File: src/rtl/prefetch_queue_pkg.sv
// Shared CPU fetch definitions: fetch FSM states and the 6502 instruction length table.
package prefetch_queue_pkg;

    localparam int BYTE = 8;

    typedef enum logic [1:0] {
        IDLE  = 2'd0,
        REQ   = 2'd1,
        DRAIN = 2'd2
    } fetch_state_t;

    // Length from the opcode's low nibble, which selects the addressing-mode column.
    function automatic logic [1:0] op_len(input logic [7:0] opcode);
        logic [1:0] len;
        len = 2'd1;
        case (opcode[3:0])
            4'h0: begin
                if (opcode[4])             len = 2'd2;
                else if (opcode == 8'h20)  len = 2'd3;
                else if (opcode[7])        len = 2'd2;
                else                       len = 2'd1;
            end
            4'h1, 4'h3, 4'h4, 4'h5, 4'h6, 4'h7: len = 2'd2;
            4'h2:       len = (opcode[7] && !opcode[4]) ? 2'd2 : 2'd1;
            4'h8, 4'hA: len = 2'd1;
            4'h9, 4'hB: len = opcode[4] ? 2'd3 : 2'd2;
            default:    len = 2'd3;
        endcase
        return len;
    endfunction

endpackage

File: src/rtl/prefetch_queue_byte_ring_buffer.sv
// Circular byte store: fixed-width push at the tail, variable-length pop at the head.
module byte_ring_buffer
    import prefetch_queue_pkg::*;
#(
    parameter int  DEPTH      = 8,
    parameter int  PUSH_BYTES = 3,
    localparam int PW         = $clog2(DEPTH),
    localparam int CW         = PW + 1
) (
    input  logic                       clk_i,
    input  logic                       rstn_i,
    input  logic                       clr_i,
    input  logic                       push_i,
    input  logic [PUSH_BYTES*BYTE-1:0] push_data_i,
    input  logic                       pop_i,
    input  logic [1:0]                 pop_len_i,
    output logic [CW-1:0]              count_o,
    output logic [3*BYTE-1:0]          peek_o
);

    logic [BYTE-1:0] mem_q [DEPTH];
    logic [PW-1:0]   head_q, tail_q;
    logic [CW-1:0]   count_q;

    // Pointers are PW bits wide so they wrap at DEPTH for free.
    always_ff @(posedge clk_i) begin
        if (push_i && !clr_i) begin
            for (int k = 0; k < PUSH_BYTES; k++) begin
                mem_q[tail_q + PW'(k)] <= push_data_i[k*BYTE +: BYTE];
            end
        end
    end

    always_ff @(posedge clk_i or negedge rstn_i) begin
        if (!rstn_i) begin
            head_q  <= '0;
            tail_q  <= '0;
            count_q <= '0;
        end else if (clr_i) begin
            head_q  <= '0;
            tail_q  <= '0;
            count_q <= '0;
        end else begin
            if (push_i) tail_q <= tail_q + PW'(PUSH_BYTES);
            if (pop_i)  head_q <= head_q + PW'(pop_len_i);
            count_q <= count_q + (push_i ? CW'(PUSH_BYTES) : '0) - (pop_i ? CW'(pop_len_i) : '0);
        end
    end

    always_comb begin
        peek_o = '0;
        for (int i = 0; i < 3; i++) begin
            peek_o[i*BYTE +: BYTE] = mem_q[head_q + PW'(i)];
        end
    end

    assign count_o = count_q;

endmodule

File: src/rtl/prefetch_queue.sv
// Prefetching instruction queue: reads memory ahead into a byte ring and frames whole 6502 instructions.
//   state | meaning
//   IDLE  | no read outstanding; waits for room for one fetch word
//   REQ   | read outstanding at fetch address; data is pushed on mem_valid_i
//   DRAIN | read outstanding from before a flush; its data is dropped
module prefetch_queue
    import prefetch_queue_pkg::*;
#(
    parameter int                ADDR_W      = 16,
    parameter int                FETCH_BYTES = 3,
    parameter int                DEPTH       = 8,
    parameter logic [ADDR_W-1:0] RESET_PC    = 16'h8000,
    localparam int               CW          = $clog2(DEPTH) + 1
) (
    input  logic                        clk_i,
    input  logic                        rstn_i,
    input  logic                        flush_i,
    input  logic [ADDR_W-1:0]           flush_pc_i,
    output logic                        mem_req_o,
    output logic [ADDR_W-1:0]           mem_addr_o,
    input  logic                        mem_valid_i,
    input  logic [FETCH_BYTES*BYTE-1:0] mem_data_i,
    output logic                        instr_valid_o,
    input  logic                        instr_ready_i,
    output logic [7:0]                  opcode_o,
    output logic [15:0]                 operand_o,
    output logic [1:0]                  instr_len_o,
    output logic [ADDR_W-1:0]           instr_pc_o,
    output logic [CW-1:0]               count_o
);

    localparam logic [CW:0] FILL_LIMIT = (CW+1)'(DEPTH - FETCH_BYTES);

    fetch_state_t      state_q, state_d;
    logic [ADDR_W-1:0] fetch_addr_q, fetch_addr_d;
    logic [ADDR_W-1:0] drain_addr_q, drain_addr_d;
    logic [ADDR_W-1:0] instr_pc_q, instr_pc_d;
    logic [CW-1:0]     count;
    logic [3*BYTE-1:0] peek;
    logic [1:0]        len;
    logic              head_ok;
    logic              push;
    logic              pop;
    logic [CW:0]       count_after;

    byte_ring_buffer #(
        .DEPTH      (DEPTH),
        .PUSH_BYTES (FETCH_BYTES)
    ) u_ring (
        .clk_i       (clk_i),
        .rstn_i      (rstn_i),
        .clr_i       (flush_i),
        .push_i      (push),
        .push_data_i (mem_data_i),
        .pop_i       (pop),
        .pop_len_i   (len),
        .count_o     (count),
        .peek_o      (peek)
    );

    assign len     = op_len(peek[7:0]);
    assign head_ok = (count != '0) && (count >= CW'(len));
    assign push    = (state_q == REQ) && mem_valid_i && !flush_i;
    assign pop     = head_ok && instr_ready_i && !flush_i;

    assign count_after = {1'b0, count} + (push ? (CW+1)'(FETCH_BYTES) : '0)
                         - (pop ? (CW+1)'(len) : '0);

    always_ff @(posedge clk_i or negedge rstn_i) begin
        if (!rstn_i) state_q <= IDLE;
        else         state_q <= state_d;
    end

    // A flush that coincides with the response completes that request, so no drain is needed.
    always_comb begin
        state_d = state_q;
        case (state_q)
            IDLE: begin
                if (!flush_i && ({1'b0, count} <= FILL_LIMIT)) state_d = REQ;
            end
            REQ: begin
                if (flush_i)          state_d = mem_valid_i ? IDLE : DRAIN;
                else if (mem_valid_i) state_d = (count_after <= FILL_LIMIT) ? REQ : IDLE;
            end
            DRAIN: begin
                if (mem_valid_i) state_d = IDLE;
            end
            default: state_d = IDLE;
        endcase
    end

    always_comb begin
        mem_req_o     = (state_q == REQ) || (state_q == DRAIN);
        mem_addr_o    = (state_q == DRAIN) ? drain_addr_q : fetch_addr_q;
        instr_valid_o = head_ok;
        opcode_o      = '0;
        operand_o     = '0;
        instr_len_o   = '0;
        if (count != '0) begin
            opcode_o    = peek[7:0];
            instr_len_o = len;
            if (len >= 2'd2) operand_o[7:0]  = peek[15:8];
            if (len == 2'd3) operand_o[15:8] = peek[23:16];
        end
        instr_pc_o    = instr_pc_q;
        count_o       = count;
    end

    always_comb begin
        fetch_addr_d = fetch_addr_q;
        drain_addr_d = drain_addr_q;
        instr_pc_d   = instr_pc_q;
        if (flush_i) begin
            fetch_addr_d = flush_pc_i;
            instr_pc_d   = flush_pc_i;
            if (state_q == REQ) drain_addr_d = fetch_addr_q;
        end else begin
            if (push) fetch_addr_d = fetch_addr_q + ADDR_W'(FETCH_BYTES);
            if (pop)  instr_pc_d   = instr_pc_q + ADDR_W'(len);
        end
    end

    always_ff @(posedge clk_i or negedge rstn_i) begin
        if (!rstn_i) begin
            fetch_addr_q <= RESET_PC;
            drain_addr_q <= RESET_PC;
            instr_pc_q   <= RESET_PC;
        end else begin
            fetch_addr_q <= fetch_addr_d;
            drain_addr_q <= drain_addr_d;
            instr_pc_q   <= instr_pc_d;
        end
    end

endmodule

File: config.mk
export PLATFORM = sky130hd
export DESIGN_NAME = prefetch_queue
export DESIGN_NICKNAME = d
export VERILOG_FILES = /design/src/rtl/prefetch_queue_pkg.sv /design/src/rtl/prefetch_queue_byte_ring_buffer.sv /design/src/rtl/prefetch_queue.sv
export SDC_FILE = /design/constraint.sdc
export NUM_CORES = 1
export LEC_CHECK = 0
export ABC_AREA = 0
export CAP_MARGIN = 40
export CELL_PAD_IN_SITES_DETAIL_PLACEMENT = 1
export CELL_PAD_IN_SITES_GLOBAL_PLACEMENT = 1
export CORE_UTILIZATION = 40
export CTS_CLUSTER_SIZE = 12
export DETAILED_ROUTE_END_ITERATION = 8
export GPL_ROUTABILITY_DRIVEN = 0
export PLACE_DENSITY = 0.86
export SLEW_MARGIN = 0
export SYNTH_ARGS = -nofsm -noshare
export SYNTH_HDL_FRONTEND = slang
export SYNTH_SLANG_ARGS = --single-unit
File: constraint.sdc
create_clock -name clk_i -period 4.34 [get_ports clk_i]
set_clock_uncertainty 0.15 [all_clocks]
set_input_delay 0.434 -clock clk_i [delete_from_list [all_inputs] [get_ports clk_i]]
set_output_delay 0.434 -clock clk_i [all_outputs]
set_load 0.05 [all_outputs]
After elaboration in Yosys (flattened, before gate mapping)
Memory sizes are Yosys's and may differ from the RTL's. Index checks and enable logic that the tools add are counted.

Input bits: 45. Memory bits (writable): 64. Flip-flop bits (word level): 60. Logic and storage cells: 97. Output and inout bits: 64. Memories kept: 1. Latch bits: 0. ROM bits: 0.

Memory list: u_ring.mem_q (depth 8, width 8, read ports 3, clocked after memory_dff 0, wr ports 3, RTL line prefetch_queue_byte_ring_buffer.sv:21) `logic [BYTE-1:0] mem_q [DEPTH];`.

Multiply operators: 0. Magnitude comparators: 4. Add/sub/neg operators: 12. Shifts and indexed selects: 0. Multiplexer cells: 34. Bitwise operators: 0. Reduce and logical (&&, ||, !) cells: 21. Equality and inequality tests: 18. Divide/modulo/power cells: 0.

Operators with widths (count): $mux 16 (6); $mux 2 (14); $mux 8 (3); $add 16x2->16 (1); $add 16x2->16 const B (1); $eq 4x3->1 const B (4); $eq 4x4->1 const B (4); $mux 3 (4); $pmux 2 s5 (1); $add 3x2->3 const B (3); $eq 4x2->1 const B (2); $eq 8x6->1 const B (1); $logic_and 1x1->1 (8); $add 3x1->3 const B (2); $pmux 2 s3 (1); $reduce_or 6->1 (1); $add 4x2->5 (1); $le 5x3->1 const B (1); $sub 5x2->5 (1); $add 4x4->4 (1); $eq 2x2->1 const B (2); $eq 4x1->1 const B (1); $ge 4x2->1 (1); $le 4x3->1 const B (1); other kinds (17) (24).

Depth between registers and ports, before layout
Gate-level depths: netlist of the first run. An unclocked memory read counts as a cell.

Depth in word-level cells: 16. Mapped depth: 24. Gate-level depth less buffers: 21.

Modules after synthesis
A second synthesis of the first run with hierarchy kept.

Cells, all modules: 982. Area, all modules: 9182.6 um^2.

By module, submodules not included: byte_ring_buffer (area each 5549.1 um^2, instances 1, sequential area each 2172.1 um^2, cells an instance 567); prefetch_queue (area each 3633.5 um^2, instances 1, sequential area each 1255.0 um^2, cells an instance 415).

Worst setup path before layout of the first run
No wires, ideal clock.

Kind: reg2reg. Start point: reg u_ring.head_q[0]. End point: reg state_q[0]. Path buffers: 3. Stages on the path, launching flop included: 22. Data required time: 4.064 ns. Period minus slack after synthesis: 5.417 ns. Arrival time: 5.141 ns. Path slack: -1.077 ns. Library setup time: 0.126 ns. Cell sequence: dfrtp_1 buf_6 buf_6 mux4_2 mux2i_1 mux2i_1 o221ai_2 buf_6 inv_1 ha_1 nor2b_1 o21a_1 nor2_1 nand2_1 nor3_1 fa_1 fa_1 nor2b_1 o21bai_1 a21oi_1 nor4bb_1 o32a_1.

Longest elaborated chain between the ends: 16. Elaborated cells on any way between the ends: 36. Those cells by class: add/sub (1); order compare (2); eq/ne (12); mux (11); reduce/logical (9); memory (1).

RTL lines: start: declaration (RTL line prefetch_queue_byte_ring_buffer.sv:22) `logic [PW-1:0] head_q, tail_q;`; start signal: assignment (RTL line prefetch_queue_byte_ring_buffer.sv:45) `if (pop_i) head_q <= head_q + PW'(pop_len_i);`; $mem_v2 8x8 *; $eq 8x6->1, or another cell as far along (RTL line prefetch_queue_pkg.sv:19) `else if (opcode == 8'h20) len = 2'd3;`; $mux 2 / $logic_and 1x1->1 (equally long branches) (RTL line prefetch_queue_pkg.sv:19, prefetch_queue_pkg.sv:24); $mux 2 (on tied branches) (RTL line prefetch_queue_pkg.sv:18, prefetch_queue_pkg.sv:24); $pmux 2 s5 * (RTL line prefetch_queue_pkg.sv:16) `case (opcode[3:0])`; $ge 4x2->1 * (RTL line prefetch_queue.sv:62) `assign head_ok = (count != '0) && (count >= CW'(len));`; $logic_and 1x1->1 * (RTL line prefetch_queue.sv:62); named net instr_valid_o (RTL line prefetch_queue.sv:23) `output logic instr_valid_o,`; $logic_and 1x1->1 * (2 in series) (RTL line prefetch_queue.sv:64) `assign pop = head_ok && instr_ready_i && !flush_i;`; $mux 2 * (RTL line prefetch_queue.sv:67) `- (pop ? (CW+1)'(len) : '0);`; $sub 5x2->5 * (RTL line prefetch_queue.sv:67); $le 5x3->1 * (RTL line prefetch_queue.sv:83) `else if (mem_valid_i) state_d = (count_after <= FILL_LIMIT) ? REQ : IDLE;`; $mux 1 * (RTL line prefetch_queue.sv:83); $mux 2 * (RTL line prefetch_queue.sv:83); $mux 2 * (RTL line prefetch_queue.sv:82) `if (flush_i) state_d = mem_valid_i ? IDLE : DRAIN;`; $pmux 2 s3 * (RTL line prefetch_queue.sv:77) `case (state_q)`; end signal: assignment (RTL line prefetch_queue.sv:71) `else state_q <= state_d;`; end: declaration (RTL line prefetch_queue.sv:34) `fetch_state_t state_q, state_d;`.

Mark *: on every way through the listed nets, which the timed path passes. The rest lies on a longest branch. The select of a mux whose other input is x is not followed. A chain may end at the register's enable or synchronous reset.

Final worst setup path of the first run
Start point: reg u_ring.head_q[0]. End point: reg state_q[0].

Longest elaborated chain between the ends: 16. Elaborated cells on any way between the ends: 36. Those cells by class: add/sub (1); order compare (2); eq/ne (12); mux (11); reduce/logical (9); memory (1).

RTL lines (RTL line): $mem_v2 8x8 *; $eq 8x6->1, or another cell as far along (prefetch_queue_pkg.sv:19); $mux 2 / $logic_and 1x1->1 (equally long branches) (prefetch_queue_pkg.sv:19, prefetch_queue_pkg.sv:24); $mux 2 (on tied branches) (prefetch_queue_pkg.sv:18, prefetch_queue_pkg.sv:24); $pmux 2 s5 * (prefetch_queue_pkg.sv:16); $ge 4x2->1 (prefetch_queue.sv:62); $logic_and 1x1->1 (prefetch_queue.sv:62); $logic_and 1x1->1 (2 in series) (prefetch_queue.sv:64); $mux 2 * (prefetch_queue.sv:67); $sub 5x2->5 * (prefetch_queue.sv:67); $le 5x3->1 * (prefetch_queue.sv:83); $mux 1 * (prefetch_queue.sv:83); $mux 2 * (prefetch_queue.sv:83); $mux 2 * (prefetch_queue.sv:82); $pmux 2 s3 * (prefetch_queue.sv:77).

Every way passes the cells marked *; elsewhere a longest branch is shown, timed or not. The select of a mux whose other input is x is not followed.

==> results of run 1 <==
registers in the layout (all words and copies together), names as in the netlist:
name            flops
drain_addr_q       16
fetch_addr_q       16
instr_pc_o         16
state_q             2
u_ring.count_o      4
u_ring.head_q       3
u_ring.mem_q       64
u_ring.tail_q       3
final cells by class:
| type | count | area (um2) |
|---|---|---|
| fill | 2260 | 10100 |
| multi-input combinational | 591 | 4790 |
| sequential | 124 | 3430 |
| timing repair buffer | 185 | 1700 |
| clock buffer | 22 | 518 |
| tap | 275 | 344 |
| inverter | 32 | 123 |
| clock inverter | 10 | 73.8 |
where the power goes:
part	leakage, nW	switching (mW)	internal (mW)	total [mW]
registers	1.28	0.230	1.49	1.72
clock network	0.285	0.587	0.852	1.44
logic	2.69	3.03	2.15	5.18
cell usage in the layout (no fill, tap or decap), types with 4 or more instances in the layout:
cell type,n
sky130_fd_sc_hd__edfxtp_1,64
sky130_fd_sc_hd__mux4_2,42
sky130_fd_sc_hd__buf_6,4
sky130_fd_sc_hd__inv_1,27
sky130_fd_sc_hd__o21ai_0,52
sky130_fd_sc_hd__clkbuf_16,20
sky130_fd_sc_hd__and2_1,7
sky130_fd_sc_hd__dfrtp_1,56
sky130_fd_sc_hd__and3_1,7
sky130_fd_sc_hd__xor2_1,11
sky130_fd_sc_hd__a31oi_1,10
sky130_fd_sc_hd__nand3_1,16
sky130_fd_sc_hd__nand2_1,78
sky130_fd_sc_hd__buf_4,77
sky130_fd_sc_hd__o31a_1,4
sky130_fd_sc_hd__or3_1,10
sky130_fd_sc_hd__inv_2,4
sky130_fd_sc_hd__nor3_1,12
sky130_fd_sc_hd__mux2_2,29
sky130_fd_sc_hd__xnor2_1,11
sky130_fd_sc_hd__a21oi_1,49
sky130_fd_sc_hd__nor4_1,4
sky130_fd_sc_hd__nor2_1,78
sky130_fd_sc_hd__ha_1,14
sky130_fd_sc_hd__mux2i_1,75
sky130_fd_sc_hd__a21oi_2,10
sky130_fd_sc_hd__clkdlybuf4s50_1,97
sky130_fd_sc_hd__nand4_1,9
worst register-to-register path: cells and delay by family, from the launching register on:
kind	cells	cell delay (ns)
AO/OA/AOI/OAI	5	1.09
AND/OR/NAND/NOR	6	0.56
buffers and inverters	5	0.44
flip-flops	1	0.47
adder cells (fa/ha/maj)	4	1.13
multiplexers	3	0.84
layer usage:
layer	track usage (%)	share of wire [%]
met1	36.5	41
met5	0	0
met4	9.59	2.3
met3	4.69	6.4
met2	47.2	50
repair_timing:
item | CTS | global route
gates cloned | 0 | 0
endpoints found under the setup margin | 2 | 8
hold endpoints to repair | 27 | 0
hold buffers | 1 | 0
pin swaps | 10 | 18
setup buffers | 12 | 9
resized for setup | 15 | 11
logic make-up (layout without fill, tap and decap cells):
logic type	after synthesis	count (layout)
adder cells (fa/ha/maj)	22	22
flip-flops	124	124
AND/OR/NAND/NOR	248	248
XOR/XNOR	23	23
buffers and inverters	107	249
AO/OA/AOI/OAI	147	147
multiplexers	151	151
cells in the mapped netlist (all sizes together) (2+ instances only):
cell	count
and2	7
clkbuf	39
a31o	2
nor4bb	2
and3	7
dfstp	3
ha	18
fa	4
buf	36
inv	32
o31a	4
mux4	42
o21bai	2
nor2	79
nand3	16
o21ai	53
a21o	3
or3b	3
nor4	6
o311ai	3
nand4	9
and4	2
nor2b	6
xor2	12
a21oi	59
or3	10
mux2i	78
or4	2
a31oi	10
nand2b	3
a21boi	2
a211oi	2
dfrtp	57
mux2	31
edfxtp	64
nand2	79
xnor2	11
nor3	15
final timing paths:
kind                                       start          endpoint  cells after the start
worst max register to register  u_ring.head_q[0]        state_q[0]                     23
min in group asynchronous                 rstn_i   drain_addr_q[9]                      2
max in group asynchronous                 rstn_i  drain_addr_q[15]                      3
worst max-delay path            u_ring.head_q[0]        state_q[0]                     23
worst min-delay path             drain_addr_q[1]   drain_addr_q[1]                      2
worst min register to register   drain_addr_q[1]   drain_addr_q[1]                      2
==> results.cfg, run 1 <==
[grt]
globalRouteOverflowTotal = 0
vias_in_the_first_global_route = 7708
groute.usage.overall_pct = 28.0
grt_first_pass_wirelength_mm = 46.3
grt_start_max_net_pins = 32
antenna_found_initial = 0

[pwr]
fin_total_pwr_mw = 8.33
max-vdd-ir-drop_v = 0.000303
total_leakage_power_nw = 4.25
pwr_cell_area_mw_per_mm2 = 759

[synthesis]
syn_inst = 822
synth_top_flop_cell = sky130_fd_sc_hd__edfxtp_1
post_synth_fa_ha_maj_area_fraction_pct = 3.57
synth_top_family_by_area = multiplexers
async_reset_ff_share_pct = 48.4
synth_fp_nets = 889
postSynthRegisterBits = 124
postSynthAreaPerCell_um2 = 10.4
yosysSeqAreaShare_pct = 40.1
synth.top_cells.by_area = sky130_fd_sc_hd__edfxtp_1 22%, sky130_fd_sc_hd__dfrtp_1 17%, sky130_fd_sc_hd__mux4_2 11%
post_synth_and_or_nand_nor_area_fraction_pct = 13.6
netlist.area_leader.share_pct = 22.5
synthMuxAreaShare_pct = 24.6
synth_enable_flop_cells = 64
synth_compound_area_share_pct = 10.5
yosys.area.top_type = sky130_fd_sc_hd__edfxtp_1
yosys.area_share.xor_xnor_pct = 2.35
synth_warn = 0
synth_cell_types = 57
synth_cell_area_mm2 = 0.00855

[run]
drv_cap = 0

[critical_path]
cp_slowest_cell = sky130_fd_sc_hd__mux4_2
required_ns = 4.50
critical_path.max_stage_delay_ns = 0.50
crit_path_max_fanout = 6
critical_path_arrival_ns = 4.94
crit_path_end_kind = register
worstSetupPathType = reg2reg
nature_of_the_critical_path_startpoint = register
crit_path_cell_trace = buf_12 > buf_8 > mux4_2 > mux2i_2 > mux2i_1 > o221ai_2 > inv_4 > ha_4 > nor2b_4 > o21a_1 > nor2_4 > nand2_2 > nor3_2 > ha_1 > inv_1 > ha_2 > inv_2 > fa_2 > nor2b_2 > o21bai_1 > a21oi_1 > nor4bb_2 > o32a_1
number_of_buffer_and_inverter_instances_along_the_worst_setup_path = 5
kind_of_cell_adding_the_most_delay_to_the_critical_path = adder cells
regToRegSetupSlack_ns = -0.44

[clock_tree]
cts_max_path_buffers = 2
cts.reportedPaths.clkPinSlew_ns = 0.06
clock_tree_from_tritoncts = yes
cts_root_buffer = sky130_fd_sc_hd__clkbuf_16
worstSkewPairLatency_ns = 0.43
cts_inserted_buffers = 17
number_of_levels_in_the_clock_h_tree = 4
number_of_clock_sinks = 124

[placement]
io_buffer_count = 108
dp.cells = 1186
post_dp_cell_area_mm2 = 0.0101
pre_cts_slack_ns = -0.389
dp_hpwl_mm = 20.6

[sta]
final.hold.worst_slack_ns = 0.332
hold_viol = 0
rsz0062_at_grt = yes
drv_slew = 0
finalSetupViolCount = 2
worstMarginPinSlew_ns = 0.857
fin_setup_tns_ns = -0.510
period_minus_slack_ns = 4.78
timing.final.ws_setup_ns = -0.439
finalCritPeriodShare_pct = 110
f_max_mhz = 209
relSlewSlack_pct = 42.7

[finish]
finished_core_util_pct = 52.2
area_delta_synth_final_pct = 28.2
finish.cell_count_without_fillers = 1239
proportion_of_layout_cells_with_a_drive_suffix_above_1_pct = 24.8
antennaDiodeCount = 0
final_net_count = 1018
final_area_mm2 = 0.0110

[drt]
drt-vias-per-instance = 5.99
route.final.wire_length_mm = 29.9
drc_errors = 0
route.vias.total = 7427
antenna_violating_nets_post_route = 0
drt-wirelength-per-cell_um = 24.1
drt_iter0_markers = 645
detailedRoute.firstPassIterationCount = 7

[floorplan]
core_mm2 = 0.0210
dieArea_mm2 = 0.0220
die_height_um = 148
rows = 53
io-pin-count = 109
initial_core_util_pct = 40.7
die_w_um = 148

[status]
violations = negative setup slack
status = complete, but fails checks

[hold_path]
hp-class = reg2reg
Note: power is estimated with default switching activity, not from simulation.
==> run 2, diff against run 1 <==
--- a/config.mk
+++ b/config.mk
@@ -9,11 +9,11 @@
 export CAP_MARGIN = 40
 export CELL_PAD_IN_SITES_DETAIL_PLACEMENT = 1
 export CELL_PAD_IN_SITES_GLOBAL_PLACEMENT = 1
-export CORE_UTILIZATION = 40
+export CORE_UTILIZATION = 45
 export CTS_CLUSTER_SIZE = 12
 export DETAILED_ROUTE_END_ITERATION = 8
 export GPL_ROUTABILITY_DRIVEN = 0
-export PLACE_DENSITY = 0.86
+export PLACE_DENSITY = 0.91
 export SLEW_MARGIN = 0
 export SYNTH_ARGS = -nofsm -noshare
 export SYNTH_HDL_FRONTEND = slang
==> constraint.sdc (replaced) <==
create_clock -name clk_i -period 6.1 [get_ports clk_i]
set_clock_uncertainty 0.15 [all_clocks]
set_input_delay 0.61 -clock clk_i [delete_from_list [all_inputs] [get_ports clk_i]]
set_output_delay 0.61 -clock clk_i [all_outputs]
set_load 0.05 [all_outputs]
==> run 2 against run 1 <==
  * The run now ends clean
  * Via count decreased by 1.2%
  * Critical path depth shrank 6
  * Sequential share of layout area up 1.8 points
  * Cell count down 8.0%
  * Combinational power down 39%
  * Power shrank 34%
  * Worst hold slack lost 0.12 ns
  * Core utilization is 3.4 points higher
  * Cell area shrank 5.5%
  * Die area decreased by 11%
  * Critical path type unchanged
==> results.cfg, run 2 (synthesis results as in run 1) <==
[status]
status = completed

[sta]
f_max_mhz = 178
worstMarginPinSlew_ns = 0.907
relSlewSlack_pct = 39.1
finalSetupViolCount = 0
fin_setup_tns_ns = 0
finalCritPeriodShare_pct = 92.1
period_minus_slack_ns = 5.62
drv_slew = 0
timing.final.ws_setup_ns = 0.480
hold_viol = 0
rsz0062_at_grt = no

[critical_path]
nature_of_the_critical_path_startpoint = register
crit_path_max_fanout = 23
r2r_cells = 17
regToRegSetupSlack_ns = 0.48
crit_path_end_kind = register
critical_path_arrival_ns = 5.78
crit-reg2reg-launch = u_ring.head_q[0]
worst_setup_path_startpoint = u_ring.head_q[0]
worstSetupPathType = reg2reg
required_ns = 6.26
crit_end = state_q[0]
worstReg2RegEnd = state_q[0]

[clock_tree]
cts_root_buffer = sky130_fd_sc_hd__clkbuf_16
cts.reportedPaths.clkPinSlew_ns = 0.06
cts_setup_buffers = 0
hold_buffers = 0
cts_inserted_buffers = 17
number_of_levels_in_the_clock_h_tree = 4
clock_tree_from_tritoncts = yes
number_of_clock_sinks = 124
cts_max_path_buffers = 2
worstSkewPairLatency_ns = 0.43
cts_repair_resize_count = 0

[floorplan]
dieArea_mm2 = 0.0196
die_height_um = 140
die_w_um = 140
rows = 50
io-pin-count = 109
initial_core_util_pct = 45.9
core_mm2 = 0.0186

[drt]
antenna_violating_nets_post_route = 0
drt_iter0_markers = 805
drt-vias-per-instance = 6.44
route.vias.total = 7339
route.final.wire_length_mm = 29.4
drt-wirelength-per-cell_um = 25.8
drc_errors = 0
detailedRoute.firstPassIterationCount = 7

[grt]
groute.usage.overall_pct = 31.1
vias_in_the_first_global_route = 7570
grt_start_max_net_pins = 61
globalRouteOverflowTotal = 0
antenna_found_initial = 0
grt_first_pass_wirelength_mm = 45.9

[placement]
io_buffer_count = 108
post_dp_cell_area_mm2 = 0.00977
pre_cts_slack_ns = 0.618
dp_hpwl_mm = 20.6

[pwr]
max-vdd-ir-drop_v = 0.000248
total_leakage_power_nw = 3.92
power_frac_clock_pct = 18.8
power.net_switching_mw = 2.60
power.share.combinational_pct = 58.1
share_seq_of_total_power_pct = 23.1
p_int_mw = 2.86
pwr_cell_area_mw_per_mm2 = 526
swShare_pct = 47.6

[finish]
top_register = u_ring.mem_q
max_ffs_per_register = 64
final_cell_mix = 107 x sky130_fd_sc_hd__clkdlybuf4s50_1, 79 x sky130_fd_sc_hd__nand2_1, 79 x sky130_fd_sc_hd__nor2_1
antennaDiodeCount = 0
final_net_count = 960
final_area_mm2 = 0.0104
area_delta_synth_final_pct = 21.2
most_common_library_cell_in_the_layout_ignoring_fill_and_taps = sky130_fd_sc_hd__clkdlybuf4s50_1
proportion_of_layout_cells_with_a_drive_suffix_above_1_pct = 16.8

[hold_path]
hp-class = in2async

[run]
drv_cap = 0
run 2: worst min path at each step:
| stage | from | to | slack (ns) | cells after the start |
|---|---|---|---|---|
| 2_1_floorplan | rstn_i | drain_addr_q[0] | 0.16 | 0 |
| 3_3_place_gp | drain_addr_q[13] | drain_addr_q[13] | 0.31 | 2 |
| 3_5_place_dp | drain_addr_q[0] | drain_addr_q[0] | 0.32 | 2 |
| 4_1_cts | rstn_i | drain_addr_q[10] | 0.23 | 2 |
| 5_1_grt | rstn_i | drain_addr_q[10] | 0.27 | 2 |
| 6_report | rstn_i | drain_addr_q[10] | 0.21 | 2 |
run 2: power groups by stage:
stage	clock network, mW	registers, mW	logic, mW
global route	1.06	1.28	3.32
floorplan	0	1.26	2.18
detailed placement	0	1.26	3.09
finish	1.03	1.26	3.17
global placement	0	1.24	2.93
CTS	1.03	1.26	3.15
run 2: metrics by stage:
stage | hold WS [ns] | power, mW | std cells | util [%]
global route | 0.273 | 5.66 | 1140 | 55.6
floorplan | 0.164 | 3.44 | 822 | -
global placement | 0.312 | 4.18 | 1104 | 52.1
CTS | 0.229 | 5.44 | 1140 | 55.6
finish | 0.208 | 5.46 | 1140 | 55.6
detailed placement | 0.323 | 4.36 | 1108 | 52.4
run 2: critical path: stages (launching register included):
cell                       delay [ns]
sky130_fd_sc_hd__dfrtp_2         0.78
sky130_fd_sc_hd__buf_4           0.32
sky130_fd_sc_hd__mux4_2          0.58
sky130_fd_sc_hd__mux2i_4         0.27
sky130_fd_sc_hd__o311ai_4        0.17
sky130_fd_sc_hd__a21oi_1         0.36
sky130_fd_sc_hd__ha_1            0.18
sky130_fd_sc_hd__inv_1           0.05
sky130_fd_sc_hd__o21a_1          0.22
sky130_fd_sc_hd__nor2_1          0.17
sky130_fd_sc_hd__nand2_1         0.10
sky130_fd_sc_hd__nor3_1          0.28
sky130_fd_sc_hd__fa_1            0.52
sky130_fd_sc_hd__fa_1            0.48
sky130_fd_sc_hd__xor2_1          0.19
sky130_fd_sc_hd__o21ai_0         0.23
sky130_fd_sc_hd__nor4bb_1        0.10
sky130_fd_sc_hd__o32a_1          0.33
run 2: layout make-up:
| cell class | count | area, um2 |
|---|---|---|
| repair buffers | 127 | 1260 |
| fillers | 1971 | 8270 |
| well taps | 234 | 293 |
| clock buffers | 22 | 522 |
| multi-input cells | 591 | 4670 |
| flip-flops and latches | 124 | 3430 |
| inverters | 32 | 120 |
| clock inverters | 10 | 75.1 |
run 2: routing by layer:
layer / GRT usage [%] / vias up / routed length [um]
met3: 4.85 / 81 / 2400
met1: 41.0 / 3670 / 11500
li1: - / 3128 / -
met5: 0 / - / 0
met2: 51.4 / 460 / 14500
met4: 12.5 / 0 / 911
==> run 3, diff against run 2 <==
--- a/config.mk
+++ b/config.mk
@@ -14,6 +14,7 @@
 export DETAILED_ROUTE_END_ITERATION = 8
 export GPL_ROUTABILITY_DRIVEN = 0
 export PLACE_DENSITY = 0.91
+export SKIP_CTS_REPAIR_TIMING = 1
 export SLEW_MARGIN = 0
 export SYNTH_ARGS = -nofsm -noshare
 export SYNTH_HDL_FRONTEND = slang
==> results of run 3 <==
Same layout as run 2: the final DEF is identical, and so are final timing and power.
